--- config.mk ---
export PLATFORM = sky130hd
export DESIGN_NAME = midi_note_parser_flat
export DESIGN_NICKNAME = d
export VERILOG_FILES = /design/src/rtl/midi_pkg.sv /design/src/rtl/midi_note_parser_if.sv /design/src/rtl/midi_uart_rx.sv /design/src/rtl/midi_note_parser.sv /design/src/flat_wrapper.sv
export SDC_FILE = /design/constraint.sdc
export NUM_CORES = 1
export LEC_CHECK = 0
export CAP_MARGIN = 20
export CELL_PAD_IN_SITES_DETAIL_PLACEMENT = 0
export CELL_PAD_IN_SITES_GLOBAL_PLACEMENT = 1
export CORE_UTILIZATION = 35
export CTS_BUF_LIST = sky130_fd_sc_hd__clkbuf_8
export DETAILED_ROUTE_END_ITERATION = 12
export PLACE_DENSITY = 0.68
export SLEW_MARGIN = 20
export SYNTH_ARGS = -nofsm -noshare
export SYNTH_HDL_FRONTEND = slang
export SYNTH_SLANG_ARGS = --single-unit
--- constraint.sdc ---
create_clock -name clock -period 1.9 [get_ports clock]
set_clock_uncertainty 0.1 [all_clocks]
set_input_delay 0.38 -clock clock [delete_from_list [all_inputs] [get_ports clock]]
set_output_delay 0.38 -clock clock [all_outputs]
set_load 0.005 [all_outputs]
--- src/rtl/midi_pkg.sv ---
// midi_pkg: shared MIDI status constants and types for the note parser slice.
package midi_pkg;
    localparam logic [3:0] NOTE_OFF    = 4'h8;
    localparam logic [3:0] NOTE_ON     = 4'h9;
    localparam logic [7:0] SYS_RT_MIN  = 8'hF8;
    localparam logic [7:0] SYS_COM_MIN = 8'hF0;
    localparam logic [6:0] KEY_EMPTY   = 7'd0;

    typedef enum logic [1:0] {IDLE, START, DATA, STOP} uart_state_t;
    typedef logic data_idx_t;
endpackage

--- src/rtl/midi_note_parser_if.sv ---
// midi_note_parser_if: MIDI serial line in, held-key indices and strobes out.
interface midi_note_parser_if;
    logic       serial;
    logic       ready;
    logic       framing_err;
    logic [6:0] key1_index;
    logic [6:0] key2_index;

    modport master (output serial, input ready, framing_err, key1_index, key2_index);
    modport slave  (input serial, output ready, framing_err, key1_index, key2_index);
endinterface

--- src/rtl/midi_uart_rx.sv ---
// midi_uart_rx: 2-flop synchronizer plus 8N1 UART receiver at BAUD.
module midi_uart_rx
    import midi_pkg::*;
#(
    parameter int CLK_HZ = 65000000,
    parameter int BAUD   = 31250
) (
    input  logic       clock,
    input  logic       reset,
    input  logic       i_serial,
    output logic [7:0] o_byte,
    output logic       o_byte_valid,
    output logic       o_framing_err
);
    localparam logic [15:0] BIT_CYC = 16'(CLK_HZ / BAUD);
    localparam logic [15:0] HALF    = BIT_CYC / 16'd2;

    uart_state_t r_state;
    logic [1:0]  r_sync;
    logic        r_prev;
    logic [15:0] r_cnt;
    logic [2:0]  r_bit;
    logic [7:0]  r_shift;
    logic        r_valid;
    logic        r_ferr;
    logic        w_rx;

    assign w_rx          = r_sync[1];
    assign o_byte        = r_shift;
    assign o_byte_valid  = r_valid;
    assign o_framing_err = r_ferr;

    always_ff @(posedge clock) begin
        if (reset) begin
            r_state <= IDLE;
            r_sync  <= 2'b11;
            r_prev  <= 1'b1;
            r_cnt   <= 16'd0;
            r_bit   <= 3'd0;
            r_shift <= 8'd0;
            r_valid <= 1'b0;
            r_ferr  <= 1'b0;
        end else begin
            r_sync  <= {r_sync[0], i_serial};
            r_prev  <= w_rx;
            r_valid <= 1'b0;
            r_ferr  <= 1'b0;
            r_cnt   <= r_cnt + 16'd1;
            case (r_state)
                IDLE: begin
                    r_cnt <= 16'd0;
                    if (r_prev && !w_rx) r_state <= START;
                end
                START: if (r_cnt == HALF - 16'd1) begin
                    r_cnt   <= 16'd0;
                    r_bit   <= 3'd0;
                    r_state <= w_rx ? IDLE : DATA;
                end
                DATA: if (r_cnt == BIT_CYC - 16'd1) begin
                    r_cnt   <= 16'd0;
                    r_shift <= {w_rx, r_shift[7:1]};
                    r_bit   <= r_bit + 3'd1;
                    if (r_bit == 3'd7) r_state <= STOP;
                end
                STOP: if (r_cnt == BIT_CYC - 16'd1) begin
                    // back to IDLE at mid-stop so a back-to-back start bit is seen
                    r_valid <= w_rx;
                    r_ferr  <= !w_rx;
                    r_state <= IDLE;
                end
                default: r_state <= IDLE;
            endcase
        end
    end
endmodule

--- src/rtl/midi_note_parser.sv ---
// midi_note_parser: MIDI running-status parser tracking two held keys.
// Optional MIDI_CHANNEL_FILTER_EN: only note events on CHANNEL change the keys.
module midi_note_parser
    import midi_pkg::*;
#(
    parameter int CLK_HZ  = 65000000,
    parameter int BAUD    = 31250,
    parameter int CHANNEL = 0
) (
    input logic               clock,
    input logic               reset,
    midi_note_parser_if.slave bus
);
`ifdef MIDI_CHANNEL_FILTER_EN
    localparam logic [3:0] CH_MASK = 4'hF;
`else
    localparam logic [3:0] CH_MASK = 4'h0;
`endif

    logic [7:0] w_byte;
    logic       w_valid;
    logic       w_ferr;
    logic [7:0] r_status;
    data_idx_t  r_idx;
    logic [6:0] r_note;
    logic [6:0] r_key1;
    logic [6:0] r_key2;
    logic       r_ready;
    logic       w_note_st;
    logic       w_ch_ok;
    logic       w_exec;
    logic       w_on;
    logic       w_has;
    logic [6:0] w_k1;
    logic [6:0] w_k2;

    midi_uart_rx #(.CLK_HZ(CLK_HZ), .BAUD(BAUD)) u_rx (
        .clock         (clock),
        .reset         (reset),
        .i_serial      (bus.serial),
        .o_byte        (w_byte),
        .o_byte_valid  (w_valid),
        .o_framing_err (w_ferr)
    );

    assign bus.ready       = r_ready;
    assign bus.framing_err = w_ferr;
    assign bus.key1_index  = r_key1;
    assign bus.key2_index  = r_key2;

    assign w_note_st = (r_status[7:4] == NOTE_ON) || (r_status[7:4] == NOTE_OFF);
    assign w_ch_ok   = ((r_status[3:0] ^ 4'(CHANNEL)) & CH_MASK) == 4'h0;
    assign w_exec    = w_valid && !w_byte[7] && w_note_st && r_idx && r_note != KEY_EMPTY && w_ch_ok;
    assign w_on      = (r_status[7:4] == NOTE_ON) && w_byte != 8'd0;
    assign w_has     = (r_note == r_key1) || (r_note == r_key2);

    always_comb begin
        w_k1 = r_key1;
        w_k2 = r_key2;
        if (w_on) begin
            if (!w_has) begin
                if (r_key1 == KEY_EMPTY) w_k1 = r_note;
                else w_k2 = r_note;
            end
        end else if (r_key1 == r_note) begin
            w_k1 = r_key2;
            w_k2 = KEY_EMPTY;
        end else if (r_key2 == r_note) begin
            w_k2 = KEY_EMPTY;
        end
    end

    always_ff @(posedge clock) begin
        if (reset) begin
            r_status <= 8'd0;
            r_idx    <= 1'b0;
            r_note   <= KEY_EMPTY;
            r_key1   <= KEY_EMPTY;
            r_key2   <= KEY_EMPTY;
            r_ready  <= 1'b0;
        end else begin
            r_ready <= w_exec && (w_k1 != r_key1 || w_k2 != r_key2);
            if (w_exec) begin
                r_key1 <= w_k1;
                r_key2 <= w_k2;
            end
            if (w_ferr) begin
                r_status <= 8'd0;
            end else if (w_valid) begin
                // real-time bytes fall through both branches untouched
                if (w_byte[7] && w_byte < SYS_RT_MIN) begin
                    r_status <= (w_byte >= SYS_COM_MIN) ? 8'd0 : w_byte;
                    r_idx    <= 1'b0;
                end else if (!w_byte[7] && w_note_st) begin
                    if (!r_idx) r_note <= w_byte[6:0];
                    r_idx <= !r_idx;
                end
            end
        end
    end
endmodule

--- src/flat_wrapper.sv ---
// flat-port wrapper written by rule: the top's interface ports become plain ports
module midi_note_parser_flat import midi_pkg::*;
#(
    parameter int CLK_HZ  = 65000000,
    parameter int BAUD    = 31250,
    parameter int CHANNEL = 0
)
  (clock, reset, bus_serial, bus_ready, bus_framing_err, bus_key1_index, bus_key2_index);
  midi_note_parser_if bus_i ();
  input logic clock;
  input logic reset;
  input wire logic [$bits(bus_i.serial)-1:0] bus_serial;
  output wire logic [$bits(bus_i.ready)-1:0] bus_ready;
  output wire logic [$bits(bus_i.framing_err)-1:0] bus_framing_err;
  output wire logic [$bits(bus_i.key1_index)-1:0] bus_key1_index;
  output wire logic [$bits(bus_i.key2_index)-1:0] bus_key2_index;
  assign bus_i.serial = bus_serial;
  assign bus_ready = bus_i.ready;
  assign bus_framing_err = bus_i.framing_err;
  assign bus_key1_index = bus_i.key1_index;
  assign bus_key2_index = bus_i.key2_index;
  midi_note_parser #(.CLK_HZ(CLK_HZ), .BAUD(BAUD), .CHANNEL(CHANNEL)) u_core (.clock(clock), .reset(reset), .bus(bus_i));
endmodule
-- Word-level counts from Yosys, hierarchy flattened
Cells that the tools add are included.
- add/subtract/negate cells: 2
- multipliers: 0
- div/mod/pow operators: 0
- order comparisons: 2
- eq/ne operators: 19
- shift operators: 0
- multiplexer cells: 25
- bitwise gates (word level): 5
- reductions and logical operators: 29
- operators with widths (cell ; count):
    $mux 7 ; 9
    $pmux 16 s3 ; 1
    $mux 16 ; 2
    $eq 7x7->1 ; 4
    $add 16x1->16 const B ; 1
    $eq 16x11->1 const B ; 1
    $eq 16x12->1 const B ; 1
    $ne 7x7->1 ; 2
    $mux 2 ; 6
    $ne 2x2->1 const B ; 5
    $reduce_and 5->1 ; 2
    $logic_and 1x1->1 ; 9
    $eq 4x4->1 const B ; 2
    $ge 8x8->1 const B ; 1
    $lt 8x8->1 const B ; 1
    $mux 8 ; 1
    $pmux 2 s4 ; 1
    $reduce_bool 8->1 ; 1
    $logic_not 7->1 ; 1
    $reduce_bool 7->1 ; 1
    $mux 3 ; 2
    $pmux 3 s2 ; 1
    $reduce_and 3->1 ; 2
    $not 1->1 ; 5
    other kinds (12) ; 20
- flip-flop bits (word level): 65
- bits in latches: 0
- bits in writable memories: 0
- ROM bits: 0
- input port bits: 3
- output and inout port bits: 16
- word-level logic and storage cells: 96
- memories kept: 0

-- Depth between registers and ports, before layout
Gate-level depths: netlist of the first run.
- word-level depth: 7
- depth in mapped cells: 10
- mapped depth without buffers: 8

-- Modules after synthesis
Synthesis of the first run repeated with hierarchy kept, for this count alone.
- cells, all modules: 376
- area total of the unflattened synthesis: 3374.5 sq um
- modules (own cells, without submodules) (module ; instances ; cells each ; area each (sq um) ; sequential area each (sq um)):
    midi_note_parser ; 1 ; 223 ; 1901.8 ; 540.5
    midi_uart_rx ; 1 ; 153 ; 1472.7 ; 680.7

-- Worst setup path before layout of the first run
No wires, ideal clock.
- path kind: flip-flop to flip-flop
- start: register u_core.r_key1[3] (netlist: u_core.bus.key1_index[3])
- end: register u_core.r_ready (netlist: u_core.bus.ready)
- arrival time: 1801 ps
- data required time: 1657 ps
- path slack: -144 ps
- stages on the path, launching flop included: 7
- path buffers: 0
- path through: dfxtp_1 or4_1 nor4_4 a2111oi_0 a31o_2 a221oi_1 a211oi_1
- word-level cells in the longest chain between the ends: 7
- elaborated cells between the ends (all ways): 16
- ends and longest elaborated chain (element ; line ; text):
    start: declaration ; midi_note_parser.sv:26 ; logic [6:0] r_key1;
    start signal: assignment ; midi_note_parser.sv:84 ; r_key1 <= w_k1;
    $logic_not 7->1 / $eq 7x7->1 (equally long branches) ; midi_note_parser.sv:62, midi_note_parser.sv:55, midi_note_parser.sv:65 ;
    $mux 7 / $logic_or 1x1->1 (equally long branches) ; midi_note_parser.sv:62, midi_note_parser.sv:55 ;
    $mux 7 ; midi_note_parser.sv:61 ; if (!w_has) begin
    $mux 7 ; midi_note_parser.sv:60 ; if (w_on) begin
    $ne 7x7->1 ; midi_note_parser.sv:82 ; r_ready <= w_exec && (w_k1 != r_key1 || w_k2 != r_key2);
    $logic_or 1x1->1 * ; midi_note_parser.sv:82 ;
    $logic_and 1x1->1 * ; midi_note_parser.sv:82 ;
    end signal: assignment ; midi_note_parser.sv:82 ;
    end: declaration ; midi_note_parser.sv:28 ; logic r_ready;
Mark *: on every way between the ends. The rest lies on a longest branch, timed or not.
A chain may end at the register's enable or synchronous reset.

-- Worst setup path after layout of the first run
- start: register u_core.u_rx.r_cnt[5]
- end: register u_core.u_rx.r_bit[2]
- word-level cells in the longest chain between the ends: 3
- elaborated cells between the ends (all ways): 5
- ends and longest elaborated chain (element ; line ; text):
    start: declaration ; midi_uart_rx.sv:21 ; logic [15:0] r_cnt;
    start signal: assignment ; midi_uart_rx.sv:48 ; r_cnt <= r_cnt + 16'd1;
    $eq 16x12->1 / $eq 16x11->1 (equally long branches) ; midi_uart_rx.sv:59, midi_uart_rx.sv:54 ;
    $ne 2x2->1 (no line) ; - ;
    $reduce_and 3->1 (no line) * ; - ;
    end signal: assignment ; midi_uart_rx.sv:62 ; r_bit <= r_bit + 3'd1;
    end: declaration ; midi_uart_rx.sv:22 ; logic [2:0] r_bit;
Marks and branches as above.

==> results of run 1 <==
## synthesized netlist by cell type (all sizes together), types with 2 or more instances
| library cell | instances |
|---|---|
| nand3 | 11 |
| o21ai | 2 |
| and2 | 3 |
| buf | 8 |
| xnor2 | 17 |
| nand2b | 7 |
| nor3b | 2 |
| or2 | 4 |
| nand2 | 19 |
| a22oi | 5 |
| nor2 | 55 |
| o2bb2ai | 6 |
| nor4 | 11 |
| a21o | 2 |
| a2111oi | 4 |
| nor2b | 2 |
| ha | 3 |
| xor2 | 17 |
| mux2i | 16 |
| a211oi | 7 |
| nand4 | 4 |
| and3 | 5 |
| clkbuf | 13 |
| inv | 11 |
| nor3 | 11 |
| or4 | 3 |
| a221oi | 2 |
| a21oi | 10 |
| dfxtp | 61 |
## state kept, by name, summed over array words and instances, names as in the netlist, named ones only
name                       count
u_core.bus.key1_index          7
u_core.bus.key2_index          7
u_core.bus.ready               1
u_core.r_idx                   1
u_core.r_note                  7
u_core.r_status                4
u_core.u_rx.o_byte             8
u_core.u_rx.o_byte_valid       1
u_core.u_rx.o_framing_err      1
u_core.u_rx.r_bit              3
u_core.u_rx.r_cnt             16
u_core.u_rx.r_prev             1
u_core.u_rx.r_state            1
u_core.u_rx.r_sync             2
## through the flow
| step | std cells | total power, mW | TNS (ps) | utilization, % |
|---|---|---|---|---|
| after global placement | 512 | 1.37 | -3200 | 46.3 |
| after global routing | 542 | 2.43 | -9350 | 52.8 |
| final | 542 | 2.35 | -4820 | 52.8 |
| after detailed placement | 512 | 1.37 | -4080 | 46.3 |
| after floorplan | 335 | 1.35 | -2050 | - |
| after CTS | 533 | 2.38 | -3470 | 50.3 |
## cell usage in the layout (no fill, tap or decap), types with 3 or more instances in the layout
cell type,netlist,layout
clkbuf_8,0,11
mux2i_1,16,16
a22oi_1,5,4
buf_6,2,11
nand2b_1,7,7
buf_4,3,75
and3_1,5,3
a211oi_1,7,6
xor2_1,17,14
a21oi_1,10,7
nor4_1,8,5
inv_1,11,15
ha_1,3,3
nand3_1,11,9
or2_2,4,4
clkdlybuf4s50_1,0,17
nor2_1,55,53
xnor2_2,0,4
nor4_4,1,4
a21oi_2,0,3
o2bb2ai_1,6,6
nand2_1,19,17
nor3_1,9,8
nand4_1,4,4
dfxtp_1,61,45
xnor2_1,17,13
or4_4,1,3
dfxtp_2,0,16
## cell families after synthesis
logic type                 Yosys count  share of synthesized area [%]
and+or+nand+nor                    142                           25.0
DFF                                 61                           41.3
AOI/OAI and AO/OA                   46                           11.4
xor gates and xnor gates            34                           10.1
buffers and inverters               32                           5.08
muxes                               17                           5.80
adders and majority gates            3                           1.27
## what timing repair did
| action | CTS | global route |
|---|---|---|
| gates cloned | 1 | 0 |
| gates resized for setup | 29 | 32 |
| setup buffers | 5 | 10 |
| pin swaps | 13 | 18 |
| endpoints found under the setup margin | 43 | 53 |
## worst reg2reg max path, stage by stage, from the launching register on
cell and delay, ps:
dfxtp_1 310, nor3_1 270, nand3_1 150, or4_4 520, nor3_4 200, buf_6 140
buf_6 100, nand4b_1 80, a21oi_1 140
## power by group through the flow
stage	clock network (mW)	logic, mW	registers (mW)
CTS	1.04	0.0484	1.29
global route	1.09	0.0544	1.29
global placement	0	0.0481	1.32
detailed placement	0	0.0485	1.32
floorplan	0	0.0339	1.32
finish	1.01	0.0486	1.29
## routing by layer
metal / vias to the layer above / part of all wire (%)
met4: 0 / 1.3
met5: - / 0
met3: 10 / 2.8
met2: 39 / 48
li1: 1368 / -
met1: 1255 / 48
## layout make-up
class,instances,area share (%)
inverter,11,0.957
sequential,61,28.8
clock buffer,11,3.51
clock inverter,5,0.464
tap,105,3.05
multi-input combinational,242,42.0
timing repair buffer,107,21.2
## how the worst min path moves through the flow
| stage | to | slack (ps) | cells past startpoint |
|---|---|---|---|
| floorplan | u_core.u_rx.r_sync[1]$_SDFF_PP1_ | 290 | 1 |
| global placement | u_core.u_rx.r_sync[1]$_SDFF_PP1_ | 310 | 1 |
| detailed placement | u_core.u_rx.r_sync[1]$_SDFF_PP1_ | 310 | 1 |
| CTS | u_core.u_rx.r_sync[1]$_SDFF_PP1_ | 340 | 1 |
| global route | u_core.u_rx.r_sync[1]$_SDFF_PP1_ | 350 | 1 |
| finish | u_core.u_rx.r_sync[1]$_SDFF_PP1_ | 330 | 1 |
==> flow_summary.yaml, run 1 <==
critical_path:
  critPathTopFamily: "simple AND/OR/NAND/NOR gates"
  r2r_start: "u_core.u_rx.r_cnt[5]$_SDFF_PP0_"
  crit_buf_inv: 2
  critPathRequiredTime_ps: 2070
  r2r_cells: 8
  crit_chain: "nor3_1 -> nand3_1 -> or4_4 -> nor3_4 -> buf_6 -> buf_6 -> nand4b_1 -> a21oi_1"
  cp-endpoint: "u_core.u_rx.r_bit[2]$_SDFFE_PP0P_"
  crit_top_cell: "buf_6"
  cp_slowest_stage_delay_ps: 520
  crit_arrival_ps: 2250
  cp_max_fo: 3
  crit_start: "u_core.u_rx.r_cnt[5]$_SDFF_PP0_"
  cpMaxStageDelayCell: "or4_4"
  crit_cells: 8
  start_kind: "flop"
  rr_endpoint: "u_core.u_rx.r_bit[2]$_SDFFE_PP0P_"
  endpoint_kind: "flop"
  r2r_slack_ps: -180
  criticalPathCategory: "flop to flop"
global_route:
  grt_first_pass_wirelength_mm: 12.5
  grt_util_met1_pct: 23.0
  grt_max_degree: 32
  busiest_layer: "met2"
  track_usage_pct: 18.2
  grt_pass1_vias: 2681
  grtUsageMet2_pct: 30.2
  antenna_found_initial: 0
  met3_usage_pct: 4.21
  grt.overflow.total: 0
pwr:
  leakage_nw: 1.81
  p_sw_mw: 0.519
  max-vdd-ir-drop_mv: 0.305
  power_frac_comb_pct: 2.1
  netSwitchingFraction_pct: 22.1
  clock_power_share_pct: 43.0
  p_int_mw: 1.83
  p_seq_share_pct: 55.0
  power.density_nw_per_um2: 545
routing:
  first_pass_iters: 8
  via_per_inst: 4.93
  vias: 2672
  wl_per_cell_um: 13.7
  antenna_left: 0
  drc: 2
  drt_iter0_markers: 102
  wirelength_mm: 7.42
place:
  dp_slack_ps: -153
  place_area_um2: 3790
  place_hpwl_mm: 5.16
  gp_congestion: 0.777
  io_buffers: 18
layout:
  area_growth_pct: 45.9
  nFillCells: 777
  diodes: 0
  regArea_um2: 1240
  fin_area_um2: 4310
  multi_input_area_um2: 1810
  layout-drive-gt1-share_pct: 37.3
  finish.net_count: 438
yosys:
  synth_ff_type: "dfxtp_1"
  synth_top_area_cell: "dfxtp_1"
  ys_warn_count: 0
  synth_seq_cells: 61
  ys_seq_area_share_pct: 41.3
  syn_inst: 335
  yosysTopAreaCellShare_pct: 41.3
  syn_area_per_cell_um2: 8.82
  synth_edf_count: 0
  syn_area_um2: 2960
  async_reset_ff_share_pct: 0
  synth.area.top_cells: "dfxtp_1 41%, nor2_1 7.0%, mux2i_1 5.4%"
  yosysUniqueCellTypes: 50
  synth_nets: 341
floorplan:
  die-area_um2: 8820
  fp.dieH_um: 93.9
  placeableCoreArea_um2: 8180
  num_rows: 33
  start_util_pct: 36.1
  die_width_um: 93.9
  io_pins: 19
sta:
  min_period_over_period_pct: 109
  whs_ps: 333
  worst_pin_slew_ps: 380
  hold_viol: 0
  fmax_mhz: 481
  period_needed_ps: 2080
  relSlewSlack_pct: 74.0
  rsz0062_at_grt: "true"
  slew_violations: 0
  setup_ws_ps: -180
  setup_violations: 40
run_status:
  violations: "design-rule violations, negative setup slack"
  outcome: "finished with violations"
clocking:
  cts-root-buf: "clkbuf_8"
  clkSinkCount: 61
  path_clk_slew_ps: 70
  cts_tree: "done"
  cts_buffers: 9
  cts_max_path_buffers: 2
  clk_latency_ps: 330
  hold_buffers: 0
  cts_max_level: 3
job:
  cap_violations: 0
worst_hold_path:
  min_path_type: "flop to flop"
  hp-start: "u_core.u_rx.r_sync[0]$_SDFF_PP1_"
No activity file was read; power rests on OpenSTA's default activity.
==> inputs of run 2 (changes only) <==
--- a/config.mk
+++ b/config.mk
@@ -8,6 +8,7 @@
 export CAP_MARGIN = 20
 export CELL_PAD_IN_SITES_DETAIL_PLACEMENT = 0
 export CELL_PAD_IN_SITES_GLOBAL_PLACEMENT = 1
+export CORE_MARGIN = 8
 export CORE_UTILIZATION = 35
 export CTS_BUF_LIST = sky130_fd_sc_hd__clkbuf_8
 export DETAILED_ROUTE_END_ITERATION = 12
==> flow_summary.yaml, run 2 (synthesis gave the netlist of run 1 again) <==
layout:
  top_register: "u_core.u_rx.r_cnt"
  regArea_um2: 1240
  area_growth_pct: 49.2
  final_cell_mix: "73 x buf_4, 48 x nor2_1, 45 x dfxtp_1, 17 x nand2_1, 17 x xor2_1"
  final_common_cell: "buf_4"
  largest_reg_flops: 16
  nFillCells: 751
  post-route-util_pct: 53.7
  diodes: 0
  fin_area_um2: 4410
  layout-drive-gt1-share_pct: 41.4
  finish.net_count: 438
  multi_input_area_um2: 1880
floorplan:
  io_pins: 19
  die_width_um: 108
  placeableCoreArea_um2: 8220
  fp.dieH_um: 108
  start_util_pct: 36.0
  num_rows: 33
  die-area_um2: 11600
clocking:
  cts_tree: "done"
  clkSinkCount: 61
  cts-root-buf: "clkbuf_8"
  cts_max_level: 3
  cts_max_path_buffers: 2
  clk_latency_ps: 330
  hold_buffers: 0
  path_clk_slew_ps: 70
  cts_buffers: 9
routing:
  wl_per_cell_um: 14.3
  drc: 0
  antenna_left: 0
  drt_iter0_markers: 55
  vias: 2682
  first_pass_iters: 4
  wirelength_mm: 7.73
  via_per_inst: 4.97
critical_path:
  endpoint_kind: "flop"
  crit_start: "u_core.bus.key1_index[3]$_SDFFE_PP0P_"
  criticalPathCategory: "flop to flop"
  cp_slowest_stage_delay_ps: 540
  r2r_slack_ps: -170
  critPathRequiredTime_ps: 2000
  rr_endpoint: "u_core.bus.ready$_SDFF_PP0_"
  cp_max_fo: 5
  r2r_cells: 6
  r2r_start: "u_core.bus.key1_index[3]$_SDFFE_PP0P_"
  cpMaxStageDelayCell: "or4_4"
  crit_arrival_ps: 2180
  start_kind: "flop"
  crit_chain: "or4_4 -> nor4_4 -> a2111oi_2 -> a31o_2 -> a221oi_2 -> a211oi_2"
  critPathTopFamily: "simple AND/OR/NAND/NOR gates"
  crit_buf_inv: 0
global_route:
  antenna_found_initial: 0
  grt_first_pass_wirelength_mm: 12.6
  grt_pass1_vias: 2734
  track_usage_pct: 13.5
  grt.overflow.total: 0
  grt_max_degree: 19
run_status:
  outcome: "finished with violations"
  violations: "negative setup slack"
pwr:
  power_frac_comb_pct: 2.6
  clock_power_share_pct: 42.1
  p_int_mw: 1.83
  max-vdd-ir-drop_mv: 0.376
  p_seq_share_pct: 55.2
  netSwitchingFraction_pct: 21.4
  leakage_nw: 1.83
  power.density_nw_per_um2: 529
  p_sw_mw: 0.499
place:
  io_buffers: 18
  dp_slack_ps: -165
  place_area_um2: 3870
  gp_congestion: 0.809
  place_hpwl_mm: 5.69
sta:
  setup_violations: 42
  min_period_over_period_pct: 109
  final.setup.tns_ps: -3020
  slew_violations: 0
  worst_pin_slew_ps: 532
  period_needed_ps: 2070
  relSlewSlack_pct: 64.1
  rsz0062_at_grt: "true"
  fmax_mhz: 482
  setup_ws_ps: -173
  hold_viol: 0
worst_hold_path:
  holdPathEnd: "u_core.u_rx.r_sync[1]$_SDFF_PP1_"
  hp-start: "u_core.u_rx.r_sync[0]$_SDFF_PP1_"
  min_path_cells: 1
  min_path_type: "flop to flop"
job:
  cap_violations: 0
-- run 2: power groups by stage --
stage / Sequential [mW] / Combinational, mW / Clock [mW]
floorplan: 1.32 / 0.0339 / 0
detailed placement: 1.32 / 0.0571 / 0
finish: 1.29 / 0.0614 / 0.983
global route: 1.29 / 0.0674 / 1.08
global placement: 1.32 / 0.0568 / 0
CTS: 1.29 / 0.0584 / 1.02
-- run 2: area by class of cell --
cell class / count / share of cell area (%)
repair buffers: 107 / 21.4
clock buffers: 11 / 3.43
well taps: 105 / 2.98
flip-flops and latches: 61 / 28.2
inverters: 11 / 0.936
multi-input cells: 242 / 42.7
clock inverters: 3 / 0.312
-- run 2: through the flow --
step	hold slack, ps	cells	power, mW
3_3_place_gp	292	522	1.37
2_1_floorplan	289	335	1.35
6_report	313	540	2.33
5_1_grt	330	540	2.44
3_5_place_dp	297	522	1.37
4_1_cts	312	539	2.36
-- run 2: timing repair --
item                       CTS  global route
buffers inserted             4             2
pin swaps                   14            11
cloned                       0             1
gates resized for setup     45            41
setup endpoints to repair   44            55
-- run 2: how the worst max path moves through the flow --
stage                                            endpoint  slack (ps)  cells after the start
finish                        u_core.bus.ready$_SDFF_PP0_        -170                      6
global route           u_core.u_rx.o_byte[3]$_SDFFE_PP0P_        -300                      7
CTS                    u_core.u_rx.o_byte[6]$_SDFFE_PP0P_        -150                      7
detailed placement            u_core.bus.ready$_SDFF_PP0_        -170                      6
global placement    u_core.bus.key1_index[5]$_SDFFE_PP0P_        -170                      5
floorplan                     u_core.bus.ready$_SDFF_PP0_        -110                      6
-- run 2: worst reg2reg max path, stage by stage (launching register included) --
cell and delay [ps]:
dfxtp_2 320, or4_4 540, nor4_4 290, a2111oi_2 130, a31o_2 250, a221oi_2 210
a211oi_2 100
-- run 2: metal layers --
| metal | global-route usage, % | vias up | share of wire [%] |
|---|---|---|---|
| li1 | - | 1364 | - |
| met1 | 15.4 | 1285 | 44 |
| met2 | 24.1 | 26 | 52 |
| met3 | 3.65 | 7 | 3.5 |
| met4 | 3.87 | 0 | 0.89 |
| met5 | 0 | - | 0 |
